## config.mk

```make
export PLATFORM = sky130hd
export DESIGN_NAME = conv_pixel_scheduler
export DESIGN_NICKNAME = d
export VERILOG_FILES = /design/src/rtl/conv_pixel_scheduler.sv
export SDC_FILE = /design/constraint.sdc
export NUM_CORES = 1
export LEC_CHECK = 0
export CELL_PAD_IN_SITES_DETAIL_PLACEMENT = 0
export CELL_PAD_IN_SITES_GLOBAL_PLACEMENT = 1
export CORE_MARGIN = 3
export CORE_UTILIZATION = 43
export CTS_CLUSTER_DIAMETER = 80
export DETAILED_ROUTE_END_ITERATION = 10
export GPL_ROUTABILITY_DRIVEN = 0
export PLACE_DENSITY_LB_ADDON = 0.05
export SLEW_MARGIN = 20
export SYNTH_ARGS = -nofsm -noshare
export SYNTH_HDL_FRONTEND = slang
export SYNTH_SLANG_ARGS = --single-unit
```

## constraint.sdc

```tcl
create_clock -name clock -period 3.6 [get_ports clock]
set_input_delay 0.36 -clock clock [delete_from_list [all_inputs] [get_ports clock]]
set_output_delay 0.36 -clock clock [all_outputs]
set_load 0.02 [all_outputs]
```

## src/rtl/conv_pixel_scheduler.sv

```systemverilog
// conv_pixel_scheduler: drives one depthwise 3x3 engine IN_C times per output channel,
// sums the signed partials and emits one feature word per output channel of a pixel.
module conv_pixel_scheduler #(
   parameter int unsigned IN_C    = 3,
   parameter int unsigned OUT_C   = 32,
   parameter int unsigned ACC_W   = 32,
   parameter int unsigned TIMEOUT = 64,
   localparam int unsigned OCW    = (OUT_C > 1) ? $clog2(OUT_C) : 1,
   localparam int unsigned ICW    = (IN_C > 1) ? $clog2(IN_C) : 1
) (
   input  logic             clock,
   input  logic             reset_n,
   input  logic             start,
   output logic             busy,
   output logic             done,
   output logic             error,
   output logic [OCW-1:0]   sel_out_ch,
   output logic [ICW-1:0]   sel_in_ch,
   output logic             eng_clear,
   output logic             eng_start,
   input  logic [31:0]      eng_result,
   input  logic             eng_valid,
   output logic             feat_valid,
   input  logic             feat_ready,
   output logic [ACC_W-1:0] feat_data,
   output logic [OCW-1:0]   feat_ch
);

   localparam int unsigned TmoW = $clog2(TIMEOUT + 1);

   localparam logic [ICW-1:0]  LastIn  = ICW'(IN_C - 1);
   localparam logic [OCW-1:0]  LastOut = OCW'(OUT_C - 1);
   localparam logic [TmoW-1:0] TmoLast = TmoW'(TIMEOUT - 1);

   typedef enum logic [2:0] {
      StIdle,
      StClear,
      StStart,
      StWait,
      StAccum,
      StEmit,
      StDone
   } state_e;

   state_e            state_q;
   logic [ACC_W-1:0]  acc_q;
   logic [31:0]       result_q;
   logic [TmoW-1:0]   tmo_q;
   logic [ACC_W-1:0]  result_ext;
   logic [ACC_W-1:0]  acc_sum;

   // Engine partial is signed 32-bit: sign-extend or truncate to the accumulator width
   if (ACC_W > 32) begin : g_sext
      assign result_ext = {{(ACC_W - 32){result_q[31]}}, result_q};
   end else begin : g_trunc
      assign result_ext = result_q[ACC_W-1:0];
   end

   // Two's-complement wrap is intended; no saturation
   assign acc_sum = acc_q + result_ext;

   // Sequencer FSM; every output is registered and set on the transition into its state
   always_ff @(posedge clock or negedge reset_n) begin
      if (!reset_n) begin
         state_q    <= StIdle;
         busy       <= 1'b0;
         done       <= 1'b0;
         error      <= 1'b0;
         eng_clear  <= 1'b0;
         eng_start  <= 1'b0;
         feat_valid <= 1'b0;
         sel_out_ch <= '0;
         sel_in_ch  <= '0;
         feat_ch    <= '0;
         feat_data  <= '0;
         acc_q      <= '0;
         result_q   <= '0;
         tmo_q      <= '0;
      end else begin
         eng_clear <= 1'b0;
         eng_start <= 1'b0;
         done      <= 1'b0;
         case (state_q)
            StIdle: begin
               if (start) begin
                  state_q    <= StClear;
                  sel_out_ch <= '0;
                  sel_in_ch  <= '0;
                  acc_q      <= '0;
                  error      <= 1'b0;
                  busy       <= 1'b1;
                  eng_clear  <= 1'b1;
               end
            end
            StClear: begin
               // Window/kernel muxes settle on sel_* during the clear cycle
               state_q   <= StStart;
               eng_start <= 1'b1;
            end
            StStart: begin
               state_q <= StWait;
               tmo_q   <= '0;
            end
            StWait: begin
               if (eng_valid) begin
                  result_q <= eng_result;
                  state_q  <= StAccum;
               end else if (tmo_q == TmoLast) begin
                  state_q <= StIdle;
                  error   <= 1'b1;
                  busy    <= 1'b0;
               end else begin
                  tmo_q <= tmo_q + TmoW'(1);
               end
            end
            StAccum: begin
               acc_q <= acc_sum;
               if (sel_in_ch == LastIn) begin
                  state_q    <= StEmit;
                  feat_valid <= 1'b1;
                  feat_data  <= acc_sum;
                  feat_ch    <= sel_out_ch;
               end else begin
                  sel_in_ch <= sel_in_ch + ICW'(1);
                  state_q   <= StClear;
                  eng_clear <= 1'b1;
               end
            end
            StEmit: begin
               if (feat_ready) begin
                  feat_valid <= 1'b0;
                  if (sel_out_ch == LastOut) begin
                     state_q <= StDone;
                     done    <= 1'b1;
                     busy    <= 1'b0;
                  end else begin
                     sel_out_ch <= sel_out_ch + OCW'(1);
                     sel_in_ch  <= '0;
                     acc_q      <= '0;
                     state_q    <= StClear;
                     eng_clear  <= 1'b1;
                  end
               end
            end
            StDone: begin
               state_q <= StIdle;
            end
            default: begin
               state_q <= StIdle;
               busy    <= 1'b0;
            end
         endcase
      end
   end

endmodule

```

# Word level (Yosys, flattened, before mapping)
# Cells that the tools add are included.
dict set report totals {
  register_bits 124
  output_inout_bits 50
  word_cells 100
}
dict set report op_classes {
  reduce_logical 17
  bitwise_logic 1
  mux 45
  eq_ne 19
  n_addsub 4
}
# operator count
set op_table {}
lappend op_table {{two-way mux 32 bit} 3}
lappend op_table {{case mux 32 bit (3 select lines)} 1}
lappend op_table {{adder 32 bit} 1}
lappend op_table {{two-way mux 1 bit} 18}
lappend op_table {{two-way mux 3 bit} 6}
lappend op_table {{inequality test 2 bit (second input constant)} 9}
lappend op_table {{case mux 3 bit (6 select lines)} 1}
lappend op_table {{two-way mux 5 bit} 3}
lappend op_table {{two-way mux 7 bit} 2}
lappend op_table {{case mux 7 bit (2 select lines)} 1}
lappend op_table {{AND reduction 4 bit} 3}
lappend op_table {{case mux 5 bit (2 select lines)} 1}
lappend op_table {{equality test 3 bit (second input constant)} 3}
lappend op_table {{AND reduction 3 bit} 3}
lappend op_table {{two-way mux 2 bit} 4}
lappend op_table {{nonzero test 2 bit} 4}
lappend op_table {{adder 7 x 1 -> 7 bit (second input constant)} 1}
lappend op_table {{equality test 7 x 6 -> 1 bit (second input constant)} 1}
lappend op_table {{equality test 3 x 2 -> 1 bit (second input constant)} 2}
lappend op_table {{case mux 2 bit (3 select lines)} 1}
lappend op_table {{AND reduction 6 bit} 1}
lappend op_table {{adder 5 x 1 -> 5 bit (second input constant)} 1}
lappend op_table {{equality test 5 bit (second input constant)} 1}
lappend op_table {{AND reduction 5 bit} 1}
lappend op_table {{12 further kinds} 14}

# Longest topological paths before layout
dict set report logic_depth {
  word_depth 4
  mapped_depth 11
  depth_no_buf 11
}

# Worst setup path after synthesis
# No wires, ideal clock.
dict set report synth_path {
  kind {register to register}
  startpoint {register acc_q[0]}
  endpoint {register feat_data[30]}
  path_slack_ns 1.003
  path_stages_with_launch 12
  setup_time_ns 0.129
  arrival_time_ns 2.468
  required_time_ns 3.471
  cell_sequence {dfrtp_1 ha_1 inv_1 fa_1 and2b_1 o31ai_2 a21oi_2 a2111oi_2 o31a_1 o41ai_2 xnor2_1 o21ai_1}
}
dict set report synth_via {
  elab_chain_cells 1
}
# item line
set synth_lines {}
lappend synth_lines {{from (decl)} 46} ;# logic [ACC_W-1:0] acc_q;
lappend synth_lines {{from (signal assigned)} 117} ;# acc_q <= acc_sum;
lappend synth_lines {{adder 32 bit} 60} ;# assign acc_sum = acc_q + result_ext;
lappend synth_lines {{to (signal assigned)} 121} ;# feat_data <= acc_sum;
lappend synth_lines {{to (decl)} 25} ;# output logic [ACC_W-1:0] feat_data,
# Every way passes these cells.
# A chain may end at the register's enable or synchronous reset.

# Worst setup path after layout
dict set report layout_path {
  startpoint {register acc_q[0]}
  endpoint {register feat_data[24]}
}
# Same word-level chain as after synthesis.

==> out/summary.txt <==
synth top area cells -> dfrtp_1 (48%), ha_1 (6.7%), o21ai_0 (6.2%)
post-CTS resize count -> 0
pwr/cell area -> 821 nW/um^2
Yosys top cell by area -> dfrtp_1
Final period util -> 82.4%
Die Ht -> 129 um
post-route antenna net violation count -> 0
Site Rows -> 44
clock sinks -> 124
worst hold slack -> -5.76 ps
Top Ports -> 87
Syn Inst Count -> 669
DRT Pass-1 Iters -> 4
leakage power -> 3.65 nW
multi-input logic area -> 3270 sq um
Post-Syn Area per Cell -> 9.75 sq um
Longest Clk Path Bufs -> 2
worst reg2reg path startpoint -> acc_q[0]$_DFFE_PN0P_
first-pass GRT wire length -> 24.8 mm
ys async rst share -> 100%
DR iter-0 viols -> 232
r2r endpoint -> feat_data[24]$_DFFE_PN0P_
CORE AREA -> 14700 sq um
CP required -> 3880 ps
worst-path fanout max -> 6
Primary FF master, synth -> dfrtp_1
ant diodes -> 0
R2R setup slack -> 630 ps
Worst setup EP type -> flop
Final Hold Fails -> 1
Die Width -> 129 um
area share of the largest cell type after synthesis -> 47.6%
GRT overflow -> 0
met1 Track Usage GR -> 25.0%
H-tree depth -> 4
worst hold path type -> input port to asynchronous set/reset pin
CTS tree -> yes
Setup Viol. Count Final -> 0
Vias/cell -> 5.43
slowest cell delay on critical path -> 380 ps
RSZ-0062 raised after global routing -> no
vias -> 5119
number of synthesized flops with an enable pin -> 0
kind of critical path -> flop to flop
Seq. cell area -> 3100 sq um
die area -> 16700 sq um
antenna violations before repair -> 0
Final Max Tran Viols -> 0
register area share after synthesis -> 47.6%
worst reg-to-reg path cell count -> 11
post-route DRC violation count -> 0
outcome -> finished with violations
Syn Nets -> 742
nets -> 820
Layout area overhead -> 25.6%
Netlist cell types -> 55
most frequent cells in the layout -> dfrtp_1 (124), nand2_1 (105), clkdlybuf4s50_1 (85)
Warnings, synthesis -> 0
initial core utilization -> 44.4%
hpwl dp -> 10.5 mm
slowest cell on the critical path -> dfrtp_1
worst path cell trace -> ha_1 > inv_1 > fa_1 > and2b_1 > o31ai_2 > a21oi_2 > a2111oi_2 > o31a_1 > o21ai_0 > xnor2_1 > o21ai_0
crit start category -> flop
largest net degree at the start of global routing -> 69
final worst path period need -> 2970 ps
clock-pin slew on the worst setup and hold paths -> 60 ps
fraction of layout cells with a size suffix above 1 -> 10.7%
Max-Cap Viols -> 0
worst relative slew slack -> 44.1%
wirelength, routed -> 14.9 mm
Netlist Area Pre-Place -> 6520 sq um
Worst-Margin Slew -> 836 ps
total CTS buffers -> 17
Fillers -> 1320
busiest grt layer -> met2
worst vdd ir -> 0.000429 V
clock skew -> 7.98 ps
clock tree root buffer cell -> clkbuf_16
register bit total from synthesis -> 124
CP Launch Point -> acc_q[0]$_DFFE_PN0P_
IO buf count -> 86
Worst Setup EP -> feat_data[24]$_DFFE_PN0P_
final std cells w/o fill -> 943
arrival time worst endpoint -> 3240 ps
Routed WL per cell -> 15.8 um
met3 usage -> 5.15%
commonest non-fill, non-tap cell in the layout -> dfrtp_1
Worst-Skew Late Latency -> 420 ps
failing checks -> negative hold slack
cts hold-fix bufs -> 0
Final Util -> 55.7%
Fmax -> 0.337 GHz
GRT Util Overall -> 18.8%
met2 usage in global routing -> 30.3%
post-route setup TNS -> 0 ps
Placed Cells -> 912
Crit path top cell by count -> o21ai_0
vias in the first global route -> 5090
Post-CTS Setup Bufs -> 0
[cells in the mapped netlist, drive strengths merged (3+ instances only)]
library cell	n
and3	6
a21o	12
a211o	4
nor3	6
xnor2	17
a31oi	4
xor2	16
nand3	16
dfrtp	124
ha	35
o21a	7
and3b	3
o21ai	87
o21bai	10
nand4	10
o31ai	3
a21oi	38
clkbuf	30
nand2b	5
inv	11
or3	4
nor4	3
mux2	33
nand2	106
nor2b	7
a211oi	5
a22o	4
a22oi	3
nor2	31
[worst min path at each step]
stage,endpoint,from,cells past startpoint
5_1_grt,result_ext[6]$_DFFE_PN0P_,reset_n,1
3_5_place_dp,feat_ch[0]$_DFFE_PN0P_,feat_ch[0]$_DFFE_PN0P_,2
6_report,result_ext[6]$_DFFE_PN0P_,reset_n,1
4_1_cts,result_ext[6]$_DFFE_PN0P_,reset_n,1
2_1_floorplan,acc_q[0]$_DFFE_PN0P_,reset_n,0
3_3_place_gp,result_ext[6]$_DFFE_PN0P_,reset_n,1
[metrics by stage]
step                      area [sq um]  total power [mW]  worst slack, ps
after floorplan                   6520              4.04             1000
after global placement            7550              4.83              728
after detailed placement          7550              4.88              634
after CTS                         8190              6.78              604
after global routing              8190              7.19              376
final                             8190              6.72              635
[flip-flops by register name, indices dropped and copies added (netlist names), 2 cells and up]
signal,count
acc_q,32
sel_in_ch,2
result_ext,32
state_q,3
tmo_q,7
sel_out_ch,5
feat_ch,5
feat_data,32
[per-layer routing]
| layer | part of all wire, % | vias to the layer above | routed length [um] |
|---|---|---|---|
| li1 | - | 2540 | - |
| met4 | 0.90 | 0 | 135 |
| met1 | 48 | 2466 | 7160 |
| met3 | 3.7 | 13 | 546 |
| met2 | 47 | 100 | 7090 |
| met5 | 0 | - | 0 |
[worst max-delay path: cells and delay by family, from the launching register on]
kind	cells	cell delay [ps]
compound gates	6	1500
fa+ha+maj	2	420
flops	1	380
xor+xnor	1	230
simple gates	1	200
buf+inv	1	80
[logic make-up after synthesis]
logic type / share of synthesized area (%)
multiplexers: 5.70
adder cells (fa/ha/maj): 7.02
buffers and inverters: 2.49
AND/OR/NAND/NOR: 14.3
XOR/XNOR: 4.43
AO/OA/AOI/OAI: 18.4
flip-flops: 47.6
[power breakdown]
| group | switching, mW | internal, mW |
|---|---|---|
| clock network | 0.625 | 1.24 |
| registers | 0.312 | 1.81 |
| logic | 1.56 | 1.18 |
[final cells by class]
cell class / count / area share (%)
Clock inverter: 12 / 2.38
Inverter: 11 / 0.504
Tap cell: 184 / 2.81
Multi-Input combinational cell: 502 / 39.9
Clock buffer: 19 / 5.41
Sequential cell: 124 / 37.9
Timing Repair Buffer: 91 / 11.1
No activity file was read; power rests on OpenSTA's default activity.
